`src/rtl/measure_clifford_pkg.sv`:
```
// Shared encodings, FSM states and per-qubit resolution rule for the
// single-shot Pauli-product measurement engine.
package measure_clifford_pkg;

  localparam int NUM_QUBITS = 5;
  localparam int IDX_W      = 3;
  localparam int VALUE_W    = NUM_QUBITS + 2;

  typedef enum logic [1:0] {
    BASIS_I = 2'b00,
    BASIS_X = 2'b01,
    BASIS_Y = 2'b10,
    BASIS_Z = 2'b11
  } basis_e;

  typedef enum logic [1:0] {
    ST_ZP = 2'b00,
    ST_ZM = 2'b01,
    ST_XP = 2'b10,
    ST_XM = 2'b11
  } state_e;

  typedef enum logic [1:0] {
    FSM_CAPTURE = 2'b00,
    FSM_SCAN    = 2'b01,
    FSM_DONE    = 2'b10
  } fsm_e;

  // Fibonacci taps for x^16+x^14+x^13+x^11+1 when shifting toward bit 0
  localparam logic [15:0] LFSR_TAPS = 16'h002D;

  // Returns {deterministic, outcome}; the state's low bit is its eigenvalue sign
  function automatic logic [1:0] resolve_qubit(input logic [1:0] basis,
                                               input logic [1:0] st,
                                               input logic       rnd);
    logic [1:0] r;
    r = {1'b0, rnd};
    case (basis)
      BASIS_I: r = 2'b10;
      BASIS_Z: if (st == ST_ZP || st == ST_ZM) r = {1'b1, st[0]};
      BASIS_X: if (st == ST_XP || st == ST_XM) r = {1'b1, st[0]};
      default: r = {1'b0, rnd};
    endcase
    return r;
  endfunction

endpackage

```
`src/rtl/measure_clifford_lfsr.sv`:
```
// Free-running 16-bit Fibonacci LFSR; supplies the random outcome bit for
// measurements whose basis does not match the prepared state axis.
module clifford_lfsr16
  import measure_clifford_pkg::*;
#(
  parameter logic [15:0] SEED = 16'hACE1
) (
  input  logic clk,
  input  logic rst_n,
  output logic rnd_bit
);

  logic [15:0] lfsr_reg;
  logic [15:0] lfsr_next;

  assign lfsr_next = {^(lfsr_reg & LFSR_TAPS), lfsr_reg[15:1]};
  assign rnd_bit   = lfsr_reg[0];

  always_ff @(posedge clk or negedge rst_n) begin
    if (!rst_n) begin
      lfsr_reg <= SEED;
    end else begin
      lfsr_reg <= lfsr_next;
    end
  end

endmodule

```
`src/rtl/measure_clifford.sv`:
```
// Captures per-qubit bases and states, resolves one qubit per cycle, then
// strobes the outcome bits with their product parity and determinism flag.
module measure_clifford
  import measure_clifford_pkg::*;
#(
  parameter logic [15:0] LFSR_SEED = 16'hACE1
) (
  input  logic               i_clk,
  input  logic               i_rst_n,
  input  logic [1:0]         i_basis_0,
  input  logic [1:0]         i_basis_1,
  input  logic [1:0]         i_basis_2,
  input  logic [1:0]         i_basis_3,
  input  logic [1:0]         i_basis_4,
  input  logic [1:0]         i_result_0,
  input  logic [1:0]         i_result_1,
  input  logic [1:0]         i_result_2,
  input  logic [1:0]         i_result_3,
  input  logic [1:0]         i_result_4,
  output logic [VALUE_W-1:0] o_value,
  output logic               o_ready
);

  localparam logic [IDX_W-1:0] LAST_IDX = IDX_W'(NUM_QUBITS - 1);

  fsm_e state_reg, state_next;

  logic [NUM_QUBITS-1:0][1:0] basis_in, result_in;
  logic [NUM_QUBITS-1:0][1:0] basis_reg, result_reg;
  logic [IDX_W-1:0]           idx_reg;
  logic [NUM_QUBITS-1:0]      bits_reg, bits_next;
  logic                       parity_reg, parity_next;
  logic                       det_reg, det_next;
  logic [VALUE_W-1:0]         value_reg;

  logic [NUM_QUBITS-1:0] lane_outcome;
  logic [NUM_QUBITS-1:0] lane_det;
  logic [NUM_QUBITS-1:0] lane_active;
  logic                  rnd_bit;
  logic                  sel_outcome, sel_det, sel_active;
  logic                  scan_last;

  assign basis_in  = {i_basis_4, i_basis_3, i_basis_2, i_basis_1, i_basis_0};
  assign result_in = {i_result_4, i_result_3, i_result_2, i_result_1, i_result_0};

  clifford_lfsr16 #(
    .SEED (LFSR_SEED)
  ) u_lfsr (
    .clk     (i_clk),
    .rst_n   (i_rst_n),
    .rnd_bit (rnd_bit)
  );

  // Every lane is resolved in parallel; the scan index picks one per cycle
  genvar gi;
  generate
    for (gi = 0; gi < NUM_QUBITS; gi++) begin : g_lane
      logic [1:0] res;
      assign res              = resolve_qubit(basis_reg[gi], result_reg[gi], rnd_bit);
      assign lane_det[gi]     = res[1];
      assign lane_outcome[gi] = res[0];
      assign lane_active[gi]  = (basis_reg[gi] != BASIS_I);
    end
  endgenerate

  assign sel_outcome = lane_outcome[idx_reg];
  assign sel_det     = lane_det[idx_reg];
  assign sel_active  = lane_active[idx_reg];
  assign scan_last   = (idx_reg == LAST_IDX);

  always_comb begin
    bits_next          = bits_reg;
    bits_next[idx_reg] = sel_outcome;
    parity_next        = parity_reg ^ (sel_outcome & sel_active);
    det_next           = det_reg & sel_det;
  end

  always_ff @(posedge i_clk or negedge i_rst_n) begin
    if (!i_rst_n) begin
      state_reg <= FSM_CAPTURE;
    end else begin
      state_reg <= state_next;
    end
  end

  always_comb begin
    state_next = state_reg;
    case (state_reg)
      FSM_CAPTURE: state_next = FSM_SCAN;
      FSM_SCAN:    if (scan_last) state_next = FSM_DONE;
      FSM_DONE:    state_next = FSM_CAPTURE;
      default:     state_next = FSM_CAPTURE;
    endcase
  end

  always_comb begin
    o_ready = (state_reg == FSM_DONE);
  end

  // Datapath: capture, serial accumulation and the single result write
  always_ff @(posedge i_clk or negedge i_rst_n) begin
    if (!i_rst_n) begin
      basis_reg  <= '0;
      result_reg <= '0;
      idx_reg    <= '0;
      bits_reg   <= '0;
      parity_reg <= 1'b0;
      det_reg    <= 1'b1;
      value_reg  <= '0;
    end else begin
      case (state_reg)
        FSM_CAPTURE: begin
          basis_reg  <= basis_in;
          result_reg <= result_in;
          idx_reg    <= '0;
          bits_reg   <= '0;
          parity_reg <= 1'b0;
          det_reg    <= 1'b1;
        end
        FSM_SCAN: begin
          bits_reg   <= bits_next;
          parity_reg <= parity_next;
          det_reg    <= det_next;
          if (scan_last) begin
            idx_reg   <= '0;
            value_reg <= {det_next, parity_next, bits_next};
          end else begin
            idx_reg <= idx_reg + 1'b1;
          end
        end
        default: ;
      endcase
    end
  end

  assign o_value = value_reg;

endmodule

```
`config.mk`:
```
export PLATFORM = sky130hd
export DESIGN_NAME = measure_clifford
export DESIGN_NICKNAME = d
export VERILOG_FILES = /design/src/rtl/measure_clifford_pkg.sv /design/src/rtl/measure_clifford_lfsr.sv /design/src/rtl/measure_clifford.sv
export SDC_FILE = /design/constraint.sdc
export NUM_CORES = 1
export LEC_CHECK = 0
export ABC_CLOCK_PERIOD_IN_PS = 2300
export CAP_MARGIN = 20
export CELL_PAD_IN_SITES_DETAIL_PLACEMENT = 0
export CELL_PAD_IN_SITES_GLOBAL_PLACEMENT = 2
export CORE_MARGIN = 2
export CORE_UTILIZATION = 37
export DETAILED_ROUTE_END_ITERATION = 6
export PLACE_DENSITY = 0.87
export SLEW_MARGIN = 30
export SYNTH_ARGS = -nofsm -noshare
export SYNTH_HDL_FRONTEND = slang
export SYNTH_SLANG_ARGS = --single-unit
export TNS_END_PERCENT = 1
```
`constraint.sdc`:
```
create_clock -name i_clk -period 2.3 [get_ports i_clk]
set_input_delay 0.69 -clock i_clk [delete_from_list [all_inputs] [get_ports i_clk]]
set_output_delay 0.69 -clock i_clk [all_outputs]
set_load 0.1 [all_outputs]
```
==> summary.md <==
| Metric | Value |
|---|---|
| CP Class | reg -> out |
| TNS Setup | 0 ns |
| Critical path startpoint category | register |
| Vias in the first global route | 1,509 |
| Cell count after synthesis | 189 |
| Met1 Wirelength | 2002 um |
| Internal power | 1.305 mW |
| Dpl hpwl | 2932 um |
| Worst-path maximum fanout | 8 |
| Synth Flop Type | dfrtp_1 |
| Synthesized area | 2340 sq um |
| Post-placement cell count | 290 |
| Top post-synthesis cells by area | dfrtp_1 (49%), dfstp_2 (10%), mux2_2 (10%) |
| Slew @ Worst Pin | 0.4142 ns |
| Post-Syn Area per Cell | 12.38 sq um |
| Endpoints failing setup | 0 |
| Final hold vios | 0 |
| PD cells | 629.2 nW/um^2 |
| Die Ht | 83.52 um |
| Die X | 83.52 um |
| Routed Wire Length | 4148 um |
| Die area | 6976 sq um |
| Met2 WL | 1972 um |
| WL/cell | 13.92 um |
| Max-cap viol count | 0 |
| Cts repair resizes | 0 |
| Initial cell density of the core | 0.3883 |
| Run status | finished, final reports clean |
| Comb power frac | 0.103 |
| Vias per Instance | 5.054 |
| Core box area | 6026 sq um |
| FMAX | 524.0 MHz |
| Distinct cells, synth | 43 |
| Cell with the most instances after synthesis | dfrtp_1 |
| Largest register FFs | 16 |
| Synthesized flop and latch total | 55 |
| Post-Layout Cell Count | 298 |
| Sequential-to-total area share from yosys stat | 0.5930 |
| Post-synth top area share | 0.4920 |
| Worst vdd ir | 0.2813 mV |
| DR pass1 iterations | 4 |
| Critical Path Source | state_reg[1] |
| DR iter-0 viols | 74 |
| Number of synthesized flops with an enable pin | 0 |
| Clock share of power | 0.317 |
| Post-layout util | 0.4676 |
| Reg2reg start | result_reg[3] |
| RSZ-0062 raised after global routing | no |
| Post-placement cell area | 2721 sq um |
| Switching pwr | 0.4679 mW |
| H-tree level count | 2 |
| Largest net degree at the start of global routing | 56 |
| CTS Hold Buffers Added | 0 |
| Crit end category | output pin |
| Critical Path RT | 1.61 ns |
| Drt drc | 0 |
| Fill cells | 571 |
| ANT cells | 0 |
| Final slew viol count | 0 |
| Final instance area | 2818 sq um |
| Synth async-reset ratio | 1.000 |
| Inserted Clock Buffers | 5 |
| All-Layer GR Usage | 0.1321 |
| Worst EP arrival | 1.22 ns |
| # IOs | 30 |
| Max Root-Sink Buffers | 2 |
| # rows | 28 |
| First-pass GRT wire length | 7376 um |
| Design Power | 1.773 mW |
| Synth cell count leaders | dfrtp_1 (46), mux2_2 (21), nand2_1 (18), o21ai_0 (12), dfstp_2 (9) |
| Routability cong. | 0.7344 |
| WL met3 | 139 um |
| Clock transition at path regs | 0.10 ns |
| Uppermost layer routed | met4 |
| Antenna viol nets, final | 0 |
| Syn nets | 213 |
| Ys Warns | 0 |
| Synth area leader | dfrtp_1 |
| Fin nets | 246 |
| Clock Latency Late Sink | 0.31 ns |
| Via count | 1,506 |
| Root buffer cell | clkbuf_8 |
| Fraction of layout cells with a size suffix above 1 | 0.2556 |
| # port buffers | 29 |
| Sequential power share | 0.580 |
| Initial antenna violation count | 0 |
| Postcts setup bufs | 0 |
| Worst min path class | in -> async |
| Min cycle time layout | 1.909 ns |
| Lkg Pwr | 1.200 nW |
| Clock skew | 0.005520 ns |
| Final Cycle Share | 0.8298 |
| Sink Count | 55 |
| Rel. slew slack | 0.7167 |
| CTS tree | yes |
| Net Sw Frac | 0.2639 |
| Grt total ovfl | 0 |
| Syn-to-layout area delta | 20.43% |
==> layer usage <==
| metal | vias up | GRT usage |
|---|---|---|
| li1 | 739 | - |
| met1 | 740 | 0.1814 |
| met2 | 25 | 0.2023 |
| met3 | 2 | 0.04055 |
| met4 | 0 | 0.03959 |
| met5 | - | 0 |
==> kinds of logic (layout without fill, tap and decap cells) <==
| group | count (synthesis) | count (layout) | share of synthesized area |
|---|---|---|---|
| AO/OA/AOI/OAI | 36 | 36 | 0.1107 |
| flip-flops | 55 | 55 | 0.5930 |
| XOR/XNOR | 8 | 8 | 0.02994 |
| AND/OR/NAND/NOR | 50 | 50 | 0.1102 |
| adder cells (fa/ha/maj) | 2 | 2 | 0.01069 |
| buffers and inverters | 12 | 46 | 0.02299 |
| multiplexers | 26 | 26 | 0.1225 |
==> stage by stage <==
| step | hold slack, ns | setup slack (ns) |
|---|---|---|
| 2_1_floorplan | 0.3312 | 0.05969 |
| 3_3_place_gp | 0.3331 | 0.5088 |
| 3_5_place_dp | 0.3363 | 0.4904 |
| 4_1_cts | 0.3633 | 0.3749 |
| 5_1_grt | 0.3655 | 0.3116 |
| 6_report | 0.3569 | 0.3915 |
==> final cells by class <==
cell class	count	area, sq um	area share
tap	75	93.84	0.03330
timing repair buffer	33	320.3	0.1137
sequential	55	1388	0.4925
inverter	5	18.77	0.006661
multi-input combinational	122	900.9	0.3197
clock buffer	5	68.82	0.02442
clock inverter	3	27.53	0.009769
==> worst max-delay path, stage by stage, from the launching register on <==
cell and delay (ns):
dfrtp_1 0.49, nor2b_2 0.23, buf_12 0.19
==> final timing paths <==
| kind | endpoint | slack (ns) | depth (start not counted) |
|---|---|---|---|
| hold reg to reg | u_lfsr.lfsr_reg[0] | 0.36 | 0 |
| max in group asynchronous | u_lfsr.lfsr_reg[7] | 1.65 | 2 |
| setup reg to reg | parity_reg | 0.48 | 6 |
| setup / recovery | o_ready | 0.39 | 2 |
| hold / removal | o_value[2] | 0.36 | 2 |
| min in group i_clk | u_lfsr.lfsr_reg[0] | 0.36 | 0 |
==> power groups by stage <==
| stage | Combinational [mW] | Clock (mW) | Sequential [mW] |
|---|---|---|---|
| CTS | 0.186 | 0.580 | 1.03 |
| global route | 0.198 | 0.631 | 1.03 |
| finish | 0.183 | 0.562 | 1.03 |
| floorplan | 0.0520 | 0 | 1.09 |
| detailed placement | 0.186 | 0 | 1.05 |
| global placement | 0.183 | 0 | 1.05 |
==> cell usage in the layout (no fill, tap or decap), types with 2 or more instances in the layout <==
cell / instances
clkdlybuf4s50_1: 20
mux2_2: 21
buf_4: 10
dfstp_2: 9
nand2_1: 18
ha_1: 2
xnor2_1: 4
o32ai_1: 2
clkbuf_8: 5
o21ai_1: 2
buf_12: 2
nand2b_1: 5
a32oi_1: 2
nand3b_1: 4
nand3_1: 3
nor2_1: 7
dfrtp_1: 46
xor2_1: 4
or3_1: 4
nor3b_1: 2
mux2i_1: 5
inv_1: 5
a21oi_1: 5
o21ai_0: 12
Power figures use the tool's default switching activity.
